<file path="config.mk">
export PLATFORM = sky130hd
export DESIGN_NAME = uart_rx_edge_bit_sampler_flat
export DESIGN_NICKNAME = d
export VERILOG_FILES = /design/src/rtl/uart_rx_edge_bit_sampler_if.sv /design/src/rtl/uart_rx_edge_bit_sampler.sv /design/src/flat_wrapper.sv
export SDC_FILE = /design/constraint.sdc
export NUM_CORES = 1
export LEC_CHECK = 0
export BUFFER_PORTS_ARGS = -buffer_cell sky130_fd_sc_hd__buf_2
export CORE_MARGIN = 5
export CORE_UTILIZATION = 55
export CTS_BUF_LIST = sky130_fd_sc_hd__clkbuf_4 sky130_fd_sc_hd__clkbuf_8
export DETAILED_ROUTE_END_ITERATION = 8
export PLACE_DENSITY = 0.87
export SLEW_MARGIN = 20
export SYNTH_ARGS = -nofsm -noshare
export SYNTH_HDL_FRONTEND = slang
export SYNTH_SLANG_ARGS = --single-unit
</file>
<file path="constraint.sdc">
create_clock -name clk -period 2.9 [get_ports clk]
set_clock_uncertainty 0.2 [all_clocks]
set_input_delay 0.145 -clock clk [delete_from_list [all_inputs] [get_ports clk]]
set_output_delay 0.145 -clock clk [all_outputs]
set_load 0.05 [all_outputs]
</file>
<file path="src/rtl/uart_rx_edge_bit_sampler_if.sv">
// uart_rx_edge_bit_sampler_if: FSM <-> edge/bit sampler signal bundle
interface uart_rx_edge_bit_sampler_if #(
  parameter int PRESCALE_W = 6,
  parameter int BIT_CNT_W  = 4
);
  logic                  RX_IN;
  logic                  enable;
  logic                  dat_samp_en;
  logic [PRESCALE_W-1:0] prescale;
  logic [PRESCALE_W-1:0] edge_cnt;
  logic [BIT_CNT_W-1:0]  bit_cnt;
  logic                  sampled_bit;
  logic                  samp_valid;
  logic                  prescale_err;
  modport master (
    output RX_IN, enable, dat_samp_en, prescale,
    input  edge_cnt, bit_cnt, sampled_bit, samp_valid, prescale_err
  );
  modport slave (
    input  RX_IN, enable, dat_samp_en, prescale,
    output edge_cnt, bit_cnt, sampled_bit, samp_valid, prescale_err
  );
endinterface

</file>
<file path="src/rtl/uart_rx_edge_bit_sampler.sv">
// uart_rx_edge_bit_sampler: oversampling edge/bit counters and 3-sample mid-bit majority vote (RX_SYNC_EN adds a 2-flop RX synchronizer)
module uart_rx_edge_bit_sampler #(
  parameter int PRESCALE_W  = 6,
  parameter int BIT_CNT_W   = 4,
  parameter int BIT_CNT_MAX = 15
) (
  input logic clk,
  input logic rst,
  uart_rx_edge_bit_sampler_if.slave bus
);
  logic [PRESCALE_W-1:0] ps_l, h;
  logic rx, samp, ps_ok, last, vote, s0, s1, v0, v1;
  assign ps_ok = bus.prescale inside {PRESCALE_W'(8), PRESCALE_W'(16), PRESCALE_W'(32)};
  assign h     = ps_l >> 1;
  assign samp  = bus.enable & bus.dat_samp_en;
  assign last  = bus.edge_cnt == ps_l - 1'b1;
  assign vote  = samp && bus.edge_cnt == h + 1'b1 && v1;
`ifdef RX_SYNC_EN
  logic [1:0] sync;
  // two-flop synchronizer, idle-high reset so no false start bit
  always_ff @(posedge clk)
    if (rst) sync <= 2'b11;
    else sync <= {sync[0], bus.RX_IN};
  assign rx = sync[1];
`else
  assign rx = bus.RX_IN;
`endif
  // prescale is latched only while idle so a frame keeps one bit period
  always_ff @(posedge clk)
    if (rst) begin
      ps_l <= PRESCALE_W'(8);
      bus.prescale_err <= 1'b0;
    end else if (!bus.enable) begin
      ps_l <= ps_ok ? bus.prescale : PRESCALE_W'(8);
      bus.prescale_err <= !ps_ok;
    end
  // edge counter wraps at ps_l-1 and advances the saturating bit counter
  always_ff @(posedge clk)
    if (rst || !bus.enable) begin
      bus.edge_cnt <= '0;
      bus.bit_cnt  <= '0;
    end else begin
      bus.edge_cnt <= last ? '0 : bus.edge_cnt + 1'b1;
      bus.bit_cnt  <= (last && bus.bit_cnt != BIT_CNT_W'(BIT_CNT_MAX)) ? bus.bit_cnt + 1'b1 : bus.bit_cnt;
    end
  // capture the two early samples; v0/v1 track an unbroken capture run this bit
  always_ff @(posedge clk)
    if (rst) begin
      s0 <= 1'b1;
      s1 <= 1'b1;
      v0 <= 1'b0;
      v1 <= 1'b0;
    end else begin
      if (samp && bus.edge_cnt == h - 1'b1) begin
        s0 <= rx;
        v0 <= 1'b1;
      end
      if (samp && bus.edge_cnt == h) begin
        s1 <= rx;
        v1 <= v0;
      end
      if (!samp || bus.edge_cnt == h + 1'b1) begin
        v0 <= 1'b0;
        v1 <= 1'b0;
      end
    end
  // third sample is taken live and voted in the same cycle
  always_ff @(posedge clk)
    if (rst) begin
      bus.sampled_bit <= 1'b1;
      bus.samp_valid  <= 1'b0;
    end else begin
      bus.samp_valid <= vote;
      if (vote) bus.sampled_bit <= (s0 & s1) | (s0 & rx) | (s1 & rx);
    end
endmodule

</file>
<file path="src/flat_wrapper.sv">
// flat-port wrapper written by rule: the top's interface ports become plain ports
module uart_rx_edge_bit_sampler_flat 
#(
  parameter int PRESCALE_W  = 6,
  parameter int BIT_CNT_W   = 4,
  parameter int BIT_CNT_MAX = 15
)
  (clk, rst, bus_RX_IN, bus_enable, bus_dat_samp_en, bus_prescale, bus_edge_cnt, bus_bit_cnt, bus_sampled_bit, bus_samp_valid, bus_prescale_err);
  uart_rx_edge_bit_sampler_if #(.PRESCALE_W(PRESCALE_W), .BIT_CNT_W(BIT_CNT_W)) bus_i ();
  input logic clk;
  input logic rst;
  input wire logic [$bits(bus_i.RX_IN)-1:0] bus_RX_IN;
  input wire logic [$bits(bus_i.enable)-1:0] bus_enable;
  input wire logic [$bits(bus_i.dat_samp_en)-1:0] bus_dat_samp_en;
  input wire logic [$bits(bus_i.prescale)-1:0] bus_prescale;
  output wire logic [$bits(bus_i.edge_cnt)-1:0] bus_edge_cnt;
  output wire logic [$bits(bus_i.bit_cnt)-1:0] bus_bit_cnt;
  output wire logic [$bits(bus_i.sampled_bit)-1:0] bus_sampled_bit;
  output wire logic [$bits(bus_i.samp_valid)-1:0] bus_samp_valid;
  output wire logic [$bits(bus_i.prescale_err)-1:0] bus_prescale_err;
  assign bus_i.RX_IN = bus_RX_IN;
  assign bus_i.enable = bus_enable;
  assign bus_i.dat_samp_en = bus_dat_samp_en;
  assign bus_i.prescale = bus_prescale;
  assign bus_edge_cnt = bus_i.edge_cnt;
  assign bus_bit_cnt = bus_i.bit_cnt;
  assign bus_sampled_bit = bus_i.sampled_bit;
  assign bus_samp_valid = bus_i.samp_valid;
  assign bus_prescale_err = bus_i.prescale_err;
  uart_rx_edge_bit_sampler #(.PRESCALE_W(PRESCALE_W), .BIT_CNT_W(BIT_CNT_W), .BIT_CNT_MAX(BIT_CNT_MAX)) u_core (.clk(clk), .rst(rst), .bus(bus_i));
endmodule
</file>
==> results by group <==
Worst setup path
  • Slowest cell on crit path: o31ai_1
  • CP Launch Type: flip-flop
  • R2R Path End: u_core.bus.bit_cnt[2]
  • Cell count of the worst reg-to-reg path: 7
  • Worst-path cell chain: inv_1, ha_1, and2_1, o21a_1, o31ai_1, and3_1, a311oi_1
  • Critical path endpoint category: flip-flop
  • Critical path peak fanout: 8
  • Critical Path RT: around 2.9 ns
  • Reg2Reg Setup Slack: roughly 0.19 ns
  • Crit-path max cell delay: 0.54 ns
  • Critical R2R Launch: u_core.ps_l[1]
  • Worst EP arrival: 2.70 ns
  • Crit Path Category: flip-flop to flip-flop

Timing
  • Normalized max-slew margin: between 50% and 60%
  • Pin slew with the least headroom to its limit: between 0.6 and 0.7 ns
  • RSZ-0062 raised after global routing: false
  • Period utilisation layout: 93.3%
  • Hold Vio Cnt, Final: 0
  • Max Clk Rate: 0.370 GHz
  • Max-slew violations: 0
  • Final Critical Period: between 2 and 3 ns
  • Setup tns final: 0 ns
  • Final setup fails: 0
  • Setup WS post-layout: 0.194 ns

Synth
  • Post-synth top flop: dfxtp_1
  • Number of synthesized flops with an enable pin: 0
  • Netlist cell types: 44
  • Synth top area share: around a third
  • Syn_nets: about 190
  • Async S/R FF share, synth: 0%
  • Xor/xnor share of the synthesized area: ~14%
  • Synth Area in Adders: under 10%
  • Synth Warn #: 0
  • Largest family of logic cells by synthesized area: simple AND/OR/NAND/NOR gates
  • Cells after synthesis: around 170
  • Synth Area per Inst: 8.46 um2
  • Compound-Gate Fraction of Synth Area: about 13%
  • Register bit total from synthesis: 23
  • Syn Std Cell Area: around 1400 um2
  • Post-synthesis simple-gate area fraction: about a quarter
  • Area contributors post-synth: dfxtp_1 32%, xnor2_1 9.1%, nor2_1 5.7%
  • Sequential share of the synthesized area: between 30% and 40%
  • Portion of netlist area occupied by mux cells: ~3.5%
  • Area leader, netlist: dfxtp_1

Layout
  • Nets: around 220
  • Most frequent cells in the layout: 23 x buf_2, 23 x dfxtp_1, 22 x nor2_1
  • Final Cell Area: approximately 1700 um2
  • P&R area growth vs syn: 15.7%
  • Largest regs: u_core.bus.edge_cnt x6, u_core.ps_l x6, u_core.bus.bit_cnt x4
  • Final design utilization: about two thirds
  • N_diodes: 0
  • Layout cells sized above 1: around 18%

Pwr
  • Worst VDD drop: 0.279 mV
  • Pwr Density: about 320 nW/um2
  • Leak pwr: between 0.7 and 0.8 nW
  • PnR Total Power: around 0.54 mW

Global route
  • Largest net degree at the start of global routing: 14
  • First-pass GRT wire length: roughly 5800 um
  • Grt met3 use: 4.40%
  • GR Util met2: between 30% and 40%
  • GRT Util Overall: 20.8%
  • Vias in the first global route: approximately 1,300
  • Initial antenna violation count: 0
  • Total gr overflow: 0
  • Met1 Use GR: about 22%
  • Gr busiest metal: met2

Place
  • Port bufs: 23
  • Placer congestion estimate: between 0.8 and 0.9
  • Placed inst area: approximately 1500 um2
  • HPWL after detailed placement: around 2400 um
  • Pre-CTS setup slack: about 0.33 ns

Drt
  • Routed vias: around 1,300
  • ANT nets after route: 0
  • Routed len/inst: about 15 um
  • Residual DRC count: 0
  • Avg Vias per Cell: just under 6
  • Drt first-iter violations: between 40 and 50
  • Post-Route WL: between 3000 and 4000 um
  • 1st-pass router iterations: 4

Hold path
  • Hold Crit Start: bus_dat_samp_en
  • Worst Hold Path EP: u_core.v0
  • Worst hold path stage count: 4
  • Hold WC Path Type: primary input to flip-flop

Clock network
  • Post-CTS setup repair buffer count: 0
  • Clock-pin slew on the worst setup and hold paths: around 0.15 ns
  • Clock Latency Late Sink: approximately 0.34 ns
  • Clock Sink Count: 23
  • CTS H-tree depth: 1
  • Clk buf depth: 2
  • Clock Root Buffer: clkbuf_4
  • Number of CTS-inserted buffers: 3
  • TritonCTS clock tree: built

Floorplanning
  • I/O pin count: 24
  • Rows: 18
  • Core area: approximately 2500 um2
  • Initial Utilization: slightly below 60%
  • Die height: just over 60 um
  • Die Span X: approximately 61 um
  • Die area: around 3800 um2

Status
  • Status: finished clean

Job
  • Max Cap Viol: 0
worst max path at each step:
stage          slack [ns]                    from                    end  cells past startpoint
2_1_floorplan        0.55  u_core.bus.edge_cnt[2]              u_core.s1                      5
4_1_cts              0.28          u_core.ps_l[1]  u_core.bus.bit_cnt[2]                      7
6_report             0.19          u_core.ps_l[1]  u_core.bus.bit_cnt[2]                      7
5_1_grt              0.03          u_core.ps_l[1]  u_core.bus.bit_cnt[2]                      7
3_5_place_dp         0.33          u_core.ps_l[1]  u_core.bus.bit_cnt[2]                      7
3_3_place_gp         0.52          u_core.ps_l[1]  u_core.bus.bit_cnt[2]                      7
power breakdown:
group          internal, mW  total [mW]  switching (mW)  leakage (nW)
sequential            0.319       0.323         0.00434         0.186
clock                0.0518       0.160           0.108        0.0177
combinational        0.0215      0.0526          0.0311         0.519
total                 0.392       0.536           0.144         0.722
Yosys cell counts, drive strengths merged, types with 3 or more instances:
cell	n
a311oi	3
a31oi	3
and3	3
buf	5
clkbuf	5
dfxtp	23
ha	6
inv	7
mux2i	5
nand2	12
nand3	6
nor2	22
nor2b	5
nor3	11
o21ai	3
xnor2	16
xor2	7
cell families after synthesis:
| group | count (synthesis) |
|---|---|
| buffers and inverters | 17 |
| XOR/XNOR | 23 |
| AND/OR/NAND/NOR | 72 |
| AO/OA/AOI/OAI | 24 |
| multiplexers | 5 |
| adder cells (fa/ha/maj) | 7 |
| flip-flops | 23 |
critical path, delay by kind of cell (launching register included):
kind	cells	cell delay, ns
compound gates	3	0.86
flops	1	0.50
simple gates	2	0.62
buf+inv	1	0.15
fa+ha+maj	1	0.22
final cells by class:
| type | instances | area (um2) |
|---|---|---|
| clock buffers | 3 | 22.5 |
| clock inverters | 1 | 5.00 |
| flip-flops and latches | 23 | 460 |
| multi-input cells | 131 | 907 |
| well taps | 30 | 37.5 |
| fillers | 179 | 826 |
| repair buffers | 33 | 215 |
| inverters | 7 | 26.3 |
metal layers:
layer / vias to the layer above / share of wire [%] / wire length, um
met5: - / 0 / 0
met4: 0 / 2.8 / 95
met3: 12 / 4.9 / 167
met2: 52 / 52 / 1780
met1: 621 / 40 / 1370
li1: 649 / - / -
through the flow:
stage	std cells	hold slack [ns]
2_1_floorplan	171	0.0989
3_3_place_gp	214	0.236
3_5_place_dp	214	0.255
4_1_cts	228	0.0498
5_1_grt	228	0.0477
6_report	228	0.0322
repair_timing:
item                      in CTS  in global routing
gates resized for setup        0                  0
hold endpoints to repair       7                  0
hold buffers                  10                  0
Note: power is estimated with default switching activity, not from simulation.
